==> config.mk <==
export PLATFORM = sky130hd
export DESIGN_NAME = excp_flush_ctrl_flat
export DESIGN_NICKNAME = d
export VERILOG_FILES = /design/src/rtl/excp_flush_ctrl_if.sv /design/src/rtl/excp_flush_ctrl.sv /design/src/flat_wrapper.sv
export SDC_FILE = /design/constraint.sdc
export NUM_CORES = 1
export LEC_CHECK = 0
export CAP_MARGIN = 20
export CORE_AREA = 2 2 140 142
export DETAILED_ROUTE_END_ITERATION = 10
export DIE_AREA = 0 0 142 144
export GPL_TIMING_DRIVEN = 0
export HOLD_SLACK_MARGIN = 0.02
export PLACE_DENSITY = 0.63
export SYNTH_ARGS = -nofsm -noshare
export SYNTH_HDL_FRONTEND = slang
export SYNTH_SLANG_ARGS = --single-unit
==> constraint.sdc <==
create_clock -name clk -period 4.1 [get_ports clk]
set_clock_uncertainty 0.2 [all_clocks]
set_input_delay 0.615 -clock clk [delete_from_list [all_inputs] [get_ports clk]]
set_output_delay 0.615 -clock clk [all_outputs]
set_load 0.05 [all_outputs]
==> src/rtl/excp_flush_ctrl_if.sv <==
// Exception / flush controller bundle.
// Groups the WB-stage event inputs, the CSR-file inputs, the IF redirect
// handshake and every controller output into one interface.
//   slave  : the controller side (excp_flush_ctrl)
//   master : the pipeline / CSR-file side that drives the events
interface excp_flush_ctrl_if;
  // WB-stage event
  logic        wb_valid;
  logic        wb_ex;
  logic        wb_ertn;
  logic [5:0]  wb_ecode;
  logic [8:0]  wb_esubcode;
  logic [31:0] wb_pc;
  // CSR write request from the WB instruction
  logic        csr_we_req;
  logic [13:0] csr_num_i;
  logic [31:0] csr_wmask_i;
  logic [31:0] csr_wvalue_i;
  // CSR file status
  logic        int_pending;
  logic [31:0] csr_eentry;
  logic [31:0] csr_era;
  // IF handshake
  logic        fetch_ready;
  // Gated CSR write port
  logic        csr_we;
  logic [13:0] csr_num;
  logic [31:0] csr_wmask;
  logic [31:0] csr_wvalue;
  // Commit pulses and cause
  logic        exc_commit;
  logic [5:0]  exc_ecode;
  logic [8:0]  exc_esubcode;
  logic [31:0] exc_pc;
  logic        ertn_commit;
  // Pipeline control
  logic        flush;
  logic        redirect_valid;
  logic [31:0] redirect_pc;
  logic        ws_stall;

  modport slave (
    input  wb_valid, wb_ex, wb_ertn, wb_ecode, wb_esubcode, wb_pc,
    input  csr_we_req, csr_num_i, csr_wmask_i, csr_wvalue_i,
    input  int_pending, csr_eentry, csr_era, fetch_ready,
    output csr_we, csr_num, csr_wmask, csr_wvalue,
    output exc_commit, exc_ecode, exc_esubcode, exc_pc, ertn_commit,
    output flush, redirect_valid, redirect_pc, ws_stall
  );

  modport master (
    output wb_valid, wb_ex, wb_ertn, wb_ecode, wb_esubcode, wb_pc,
    output csr_we_req, csr_num_i, csr_wmask_i, csr_wvalue_i,
    output int_pending, csr_eentry, csr_era, fetch_ready,
    input  csr_we, csr_num, csr_wmask, csr_wvalue,
    input  exc_commit, exc_ecode, exc_esubcode, exc_pc, ertn_commit,
    input  flush, redirect_valid, redirect_pc, ws_stall
  );
endinterface

==> src/rtl/excp_flush_ctrl.sv <==
// Exception / interrupt / ERTN commit and pipeline flush controller.
// Commits at most one WB event while idle (interrupt > exception > ERTN,
// CSR write may accompany an ERTN), then holds flush for FLUSH_CYCLES+1
// cycles in total and presents the latched target PC to IF until it is
// accepted. WB is stalled for the whole sequence.
// Ports:
//   clk    - sole clock, rising edge
//   resetn - synchronous active-low reset; all outputs forced low while low
//   bus    - excp_flush_ctrl_if.slave: WB events, CSR status, IF handshake,
//            gated CSR write port, commit pulses, flush/redirect/stall
module excp_flush_ctrl #(
  parameter int unsigned FLUSH_CYCLES = 2,
  parameter logic [5:0]  ECODE_INT    = 6'h00
) (
  input logic              clk,
  input logic              resetn,
  excp_flush_ctrl_if.slave bus
);

  typedef enum logic [1:0] {
    IDLE     = 2'd0,
    FLUSH    = 2'd1,
    REDIRECT = 2'd2
  } state_e;

  localparam logic [3:0] CNT_LOAD = 4'(FLUSH_CYCLES - 1);

  state_e      state_q, state_d;
  logic [3:0]  cnt_q, cnt_d;
  logic [31:0] target_q, target_d;

  logic idle;
  logic take_int;
  logic take_ex;
  logic take_ertn;
  logic take_csr;
  logic exc_take;

  // Folding resetn into idle gates every commit/write output during reset.
  assign idle      = resetn && (state_q == IDLE);
  assign take_int  = idle && bus.wb_valid && bus.int_pending;
  assign take_ex   = idle && bus.wb_valid && bus.wb_ex && !bus.int_pending;
  assign take_ertn = idle && bus.wb_valid && bus.wb_ertn && !bus.wb_ex && !bus.int_pending;
  assign take_csr  = idle && bus.wb_valid && bus.csr_we_req && !bus.wb_ex && !bus.int_pending;
  assign exc_take  = take_int || take_ex;

  // Gated CSR write port
  assign bus.csr_we     = take_csr;
  assign bus.csr_num    = take_csr ? bus.csr_num_i    : '0;
  assign bus.csr_wmask  = take_csr ? bus.csr_wmask_i  : '0;
  assign bus.csr_wvalue = take_csr ? bus.csr_wvalue_i : '0;

  // Commit pulses; an interrupt reports its own code with a zero subcode.
  assign bus.exc_commit   = exc_take;
  assign bus.exc_ecode    = take_int ? ECODE_INT : (take_ex ? bus.wb_ecode : 6'd0);
  assign bus.exc_esubcode = take_ex ? bus.wb_esubcode : 9'd0;
  assign bus.exc_pc       = exc_take ? bus.wb_pc : 32'd0;
  assign bus.ertn_commit  = take_ertn;

  // Pipeline control; the commit cycle itself already flushes.
  assign bus.flush          = exc_take || take_ertn || (resetn && state_q == FLUSH);
  assign bus.redirect_valid = resetn && (state_q == REDIRECT);
  assign bus.redirect_pc    = bus.redirect_valid ? target_q : 32'd0;
  assign bus.ws_stall       = resetn && (state_q != IDLE);

  always_comb begin
    // NOTE: every next-state value gets a default first so no path through
    // the case below can leave one unassigned and infer a latch.
    state_d  = state_q;
    cnt_d    = cnt_q;
    target_d = target_q;
    unique case (state_q)
      IDLE: begin
        if (exc_take) begin
          state_d  = FLUSH;
          cnt_d    = CNT_LOAD;
          target_d = bus.csr_eentry;
        end else if (take_ertn) begin
          state_d  = FLUSH;
          cnt_d    = CNT_LOAD;
          target_d = bus.csr_era;
        end
      end
      FLUSH: begin
        // Counter stops at zero; leaving FLUSH is what ends the count.
        if (cnt_q == 4'd0) begin
          state_d = REDIRECT;
        end else begin
          cnt_d = cnt_q - 4'd1;
        end
      end
      REDIRECT: begin
        if (bus.fetch_ready) begin
          state_d = IDLE;
        end
      end
      default: state_d = IDLE;
    endcase
  end

  // NOTE: registers use non-blocking assignment so every flop samples the
  // pre-edge values regardless of statement order.
  always_ff @(posedge clk) begin
    if (!resetn) begin
      state_q  <= IDLE;
      cnt_q    <= 4'd0;
      target_q <= 32'd0;
    end else begin
      state_q  <= state_d;
      cnt_q    <= cnt_d;
      target_q <= target_d;
    end
  end

endmodule

==> src/flat_wrapper.sv <==
// flat-port wrapper written by rule: the top's interface ports become plain ports
module excp_flush_ctrl_flat 
#(
  parameter int unsigned FLUSH_CYCLES = 2,
  parameter logic [5:0]  ECODE_INT    = 6'h00
)
  (clk, resetn, bus_wb_valid, bus_wb_ex, bus_wb_ertn, bus_wb_ecode, bus_wb_esubcode, bus_wb_pc, bus_csr_we_req, bus_csr_num_i, bus_csr_wmask_i, bus_csr_wvalue_i, bus_int_pending, bus_csr_eentry, bus_csr_era, bus_fetch_ready, bus_csr_we, bus_csr_num, bus_csr_wmask, bus_csr_wvalue, bus_exc_commit, bus_exc_ecode, bus_exc_esubcode, bus_exc_pc, bus_ertn_commit, bus_flush, bus_redirect_valid, bus_redirect_pc, bus_ws_stall);
  excp_flush_ctrl_if bus_i ();
  input logic clk;
  input logic resetn;
  input wire logic [$bits(bus_i.wb_valid)-1:0] bus_wb_valid;
  input wire logic [$bits(bus_i.wb_ex)-1:0] bus_wb_ex;
  input wire logic [$bits(bus_i.wb_ertn)-1:0] bus_wb_ertn;
  input wire logic [$bits(bus_i.wb_ecode)-1:0] bus_wb_ecode;
  input wire logic [$bits(bus_i.wb_esubcode)-1:0] bus_wb_esubcode;
  input wire logic [$bits(bus_i.wb_pc)-1:0] bus_wb_pc;
  input wire logic [$bits(bus_i.csr_we_req)-1:0] bus_csr_we_req;
  input wire logic [$bits(bus_i.csr_num_i)-1:0] bus_csr_num_i;
  input wire logic [$bits(bus_i.csr_wmask_i)-1:0] bus_csr_wmask_i;
  input wire logic [$bits(bus_i.csr_wvalue_i)-1:0] bus_csr_wvalue_i;
  input wire logic [$bits(bus_i.int_pending)-1:0] bus_int_pending;
  input wire logic [$bits(bus_i.csr_eentry)-1:0] bus_csr_eentry;
  input wire logic [$bits(bus_i.csr_era)-1:0] bus_csr_era;
  input wire logic [$bits(bus_i.fetch_ready)-1:0] bus_fetch_ready;
  output wire logic [$bits(bus_i.csr_we)-1:0] bus_csr_we;
  output wire logic [$bits(bus_i.csr_num)-1:0] bus_csr_num;
  output wire logic [$bits(bus_i.csr_wmask)-1:0] bus_csr_wmask;
  output wire logic [$bits(bus_i.csr_wvalue)-1:0] bus_csr_wvalue;
  output wire logic [$bits(bus_i.exc_commit)-1:0] bus_exc_commit;
  output wire logic [$bits(bus_i.exc_ecode)-1:0] bus_exc_ecode;
  output wire logic [$bits(bus_i.exc_esubcode)-1:0] bus_exc_esubcode;
  output wire logic [$bits(bus_i.exc_pc)-1:0] bus_exc_pc;
  output wire logic [$bits(bus_i.ertn_commit)-1:0] bus_ertn_commit;
  output wire logic [$bits(bus_i.flush)-1:0] bus_flush;
  output wire logic [$bits(bus_i.redirect_valid)-1:0] bus_redirect_valid;
  output wire logic [$bits(bus_i.redirect_pc)-1:0] bus_redirect_pc;
  output wire logic [$bits(bus_i.ws_stall)-1:0] bus_ws_stall;
  assign bus_i.wb_valid = bus_wb_valid;
  assign bus_i.wb_ex = bus_wb_ex;
  assign bus_i.wb_ertn = bus_wb_ertn;
  assign bus_i.wb_ecode = bus_wb_ecode;
  assign bus_i.wb_esubcode = bus_wb_esubcode;
  assign bus_i.wb_pc = bus_wb_pc;
  assign bus_i.csr_we_req = bus_csr_we_req;
  assign bus_i.csr_num_i = bus_csr_num_i;
  assign bus_i.csr_wmask_i = bus_csr_wmask_i;
  assign bus_i.csr_wvalue_i = bus_csr_wvalue_i;
  assign bus_i.int_pending = bus_int_pending;
  assign bus_i.csr_eentry = bus_csr_eentry;
  assign bus_i.csr_era = bus_csr_era;
  assign bus_i.fetch_ready = bus_fetch_ready;
  assign bus_csr_we = bus_i.csr_we;
  assign bus_csr_num = bus_i.csr_num;
  assign bus_csr_wmask = bus_i.csr_wmask;
  assign bus_csr_wvalue = bus_i.csr_wvalue;
  assign bus_exc_commit = bus_i.exc_commit;
  assign bus_exc_ecode = bus_i.exc_ecode;
  assign bus_exc_esubcode = bus_i.exc_esubcode;
  assign bus_exc_pc = bus_i.exc_pc;
  assign bus_ertn_commit = bus_i.ertn_commit;
  assign bus_flush = bus_i.flush;
  assign bus_redirect_valid = bus_i.redirect_valid;
  assign bus_redirect_pc = bus_i.redirect_pc;
  assign bus_ws_stall = bus_i.ws_stall;
  excp_flush_ctrl #(.FLUSH_CYCLES(FLUSH_CYCLES), .ECODE_INT(ECODE_INT)) u_core (.clk(clk), .resetn(resetn), .bus(bus_i));
endmodule
==> flow_metrics.py <==
metrics = {
    "detailed_routing": {
        "drt-initial-drc-count": 112,
        "route.met3.wl_um": 1106,
        "wl_met2_um": 7531,
        "num_vias": 3879,
        "drc": 0,
        "top_layer_used": "met5",
        "drt-vias-per-instance": 3.999,
        "wl_met1_um": 6529,
        "antenna_left": 0,
        "post_drt_wl_per_cell_um": 15.79,
        "wirelength_um": 15320,
        "dr.pass1.iters": 4,
    },
    "cts": {
        "cts_sinks": 38,
        "path_clk_slew_ns": 0.06,
        "cts_buffer_depth": 2,
        "insertion_delay_ns": 0.28,
        "cts-root-buf": "clkbuf_16",
        "cts_made_buffers": 5,
        "h-tree-depth": 2,
        "cts_hold_buf": 0,
        "cts_tree": "done",
    },
    "pwr": {
        "irDropWorstVdd_uv": 207.4,
        "p_per_area_nw_per_um2": 193.0,
        "p_leak_nw": 3.822,
    },
    "final_layout": {
        "fin_area_um2": 7343,
        "num_antenna_cells": 0,
        "final_cell_mix": "clkdlybuf4s50_1, and2_1, dlymetal6s2s_1, dfxtp_1, nand2b_1",
        "final_common_cell": "clkdlybuf4s50_1",
        "final_cells": 970,
        "finalNetCount": 930,
        "seq_area_um2": 760.7,
        "layout-drive-gt1-share_pct": 12.57,
        "synthToLayoutAreaGrowth_pct": 137.0,
        "multi_input_area_um2": 2182,
        "nFillCells": 1933,
    },
    "global_route": {
        "grt_pass1_vias": 3928,
        "grt_pass1_wl_um": 21940,
        "grt_max_degree": 14,
        "grt.total_usage_pct": 13.69,
        "antenna_found_initial": 1,
        "grt-ovfl-total": 0,
    },
    "yosys": {
        "yosysUniqueCellTypes": 33,
        "avgSynthCellArea_um2": 8.488,
        "synth_adder_area_share_pct": 0.8078,
        "yosysSeqAreaShare_pct": 24.56,
        "yosys.area.top_type_share_pct": 31.70,
        "yosysTopAreaCell": "and2_1",
        "synth_xor_xnor_area_share_pct": 0,
        "ys_seq_elements": 38,
        "synthesis.nets": 564,
        "synthSimpleGateAreaFrac_pct": 43.50,
        "synth_top_family_by_area": "simple AND/OR/NAND/NOR gates",
        "synth_compound_area_share_pct": 14.26,
        "syn-instance-count": 365,
        "yosys-top-cells-area": "and2_1, dfxtp_1, mux2_2",
        "ys.flop_type": "dfxtp_1",
        "yosys_warnings": 0,
        "muxShareOfSynthArea_pct": 11.63,
        "synth_async_sr_flop_share_pct": 0,
        "syn_area_um2": 3098,
        "synth_edf_count": 0,
    },
    "floorplan": {
        "std_cell_rows": 51,
        "die_w_um": 142,
        "initial_utilization_pct": 16.24,
        "core_area_um2": 19080,
        "dieHeight_um": 144,
        "dieArea_um2": 20450,
        "boundaryPins": 360,
    },
    "timing": {
        "fin_tns_setup_ns": 0,
        "maxSlewHeadroom_pct": 46.75,
        "fin_crit_sh_pct": 95.65,
        "period_needed_ns": 3.921,
        "rsz0062_at_grt": "false",
        "setup_viol": 0,
        "max_freq_ghz": 0.2550,
        "worst_hold_slack_ns": 0.2943,
        "slew_viol_final": 0,
        "hold_viol_final": 0,
        "worst_slew_pin_slew_ns": 0.7970,
    },
    "min_path": {
        "whs_path_depth": 2,
        "worst_hold_path.endpoint": "u_core.cnt_q[1]",
        "hold_path.class": "register to register",
        "holdCritStartpoint": "u_core.cnt_q[1]",
    },
    "setup_path": {
        "rr_worst_depth": 5,
        "crit_path_max_fanout": 10,
        "crit_path_start": "bus_int_pending",
        "worstPathArrival_ns": 3.11,
        "reg2reg_setup_slack_ns": 2.08,
        "worstPathRequired_ns": 3.28,
        "reg2reg_from": "u_core.state_q[0]",
        "worstSetupPathType": "input port to output port",
        "r2r-end": "u_core.target_q[25]",
        "start_kind": "input port",
        "crit_path_end_kind": "output port",
    },
    "placed_design": {
        "placed_cell_area_um2": 6979,
        "port-buffer-count": 358,
        "hpwl_um": 12920,
        "dp.cells": 961,
        "routabilityCongestion": 0.7895,
    },
    "run": {
        "cap_viol_max_count": 0,
    },
    "outcome": {
        "status": "completed",
    },
}
## state kept, by name, summed over array words and instances, names as in the netlist
register / count
u_core.target_q: 32
u_core.cnt_q: 4
u_core.state_q: 2
## worst max-delay path by stage
| stage | slack, ns | depth (start not counted) | to |
|---|---|---|---|
| detailed placement | -0.005 | 7 | bus_csr_wvalue[15] |
| finish | 0.18 | 6 | bus_exc_pc[30] |
| global route | 0.008 | 6 | bus_exc_pc[18] |
| global placement | -0.002 | 6 | bus_exc_pc[27] |
| floorplan | 0.91 | 5 | bus_redirect_pc[22] |
| CTS | 0.01 | 6 | bus_exc_pc[27] |
## cell usage after synthesis (all sizes together), types with 2 or more instances
library cell,count
a31oi,2
mux2,32
buf,13
and2,157
or3,2
o211ai,2
nor2,9
nor3b,3
clkbuf,21
o221ai,2
o221a,32
ha,2
dfxtp,38
nand2b,33
inv,3
## cell families after synthesis
kind of cell / after synthesis
compound gates: 43
buf+inv: 37
simple gates: 213
fa+ha+maj: 2
mux: 32
flops: 38
## per-stage QoR
stage	power, W	utilization [%]	setup WS (ns)
2_1_floorplan	0.0006467	-	0.9137
3_3_place_gp	0.0009212	36.58	-0.002262
3_5_place_dp	0.0009230	36.58	-0.004948
4_1_cts	0.001438	37.59	0.01456
5_1_grt	0.001489	38.49	0.007576
6_report	0.001418	38.49	0.1785
## area by class of cell
cell class	count	share of cell area, %
clock buffer	5	1.704
buffer	34	2.079
timing repair buffer	359	51.00
multi-input combinational	290	29.72
clock inverter	3	0.9371
sequential	38	10.36
tap	238	4.055
inverter	3	0.1533
## critical path: stages
cell             delay, ns
clkdlybuf4s50_1       0.62
nor2_2                0.16
nor2_1                0.32
clkbuf_1              0.35
and2_1                0.22
clkdlybuf4s50_1       0.81
## power breakdown
part / switching, W / internal, W / total (W)
logic: 0.000216 / 0.000286 / 0.000502
clock network: 0.000157 / 0.000350 / 0.000506
registers: 0.0000131 / 0.000396 / 0.000410
## per-layer routing
metal,up-vias,GRT usage (%)
met3,10,3.874
met5,-,0
li1,1963,-
met1,1730,17.37
met4,2,2.474
met2,174,23.37
## what timing repair did
| item | 4_1_cts | 5_1_grt |
|---|---|---|
| resized for setup | 1 | 66 |
| pin swaps | 0 | 1 |
| endpoints found under the setup margin | 1 | 112 |
| buffers inserted | 0 | 1 |
(Power assumes the default switching activity.)
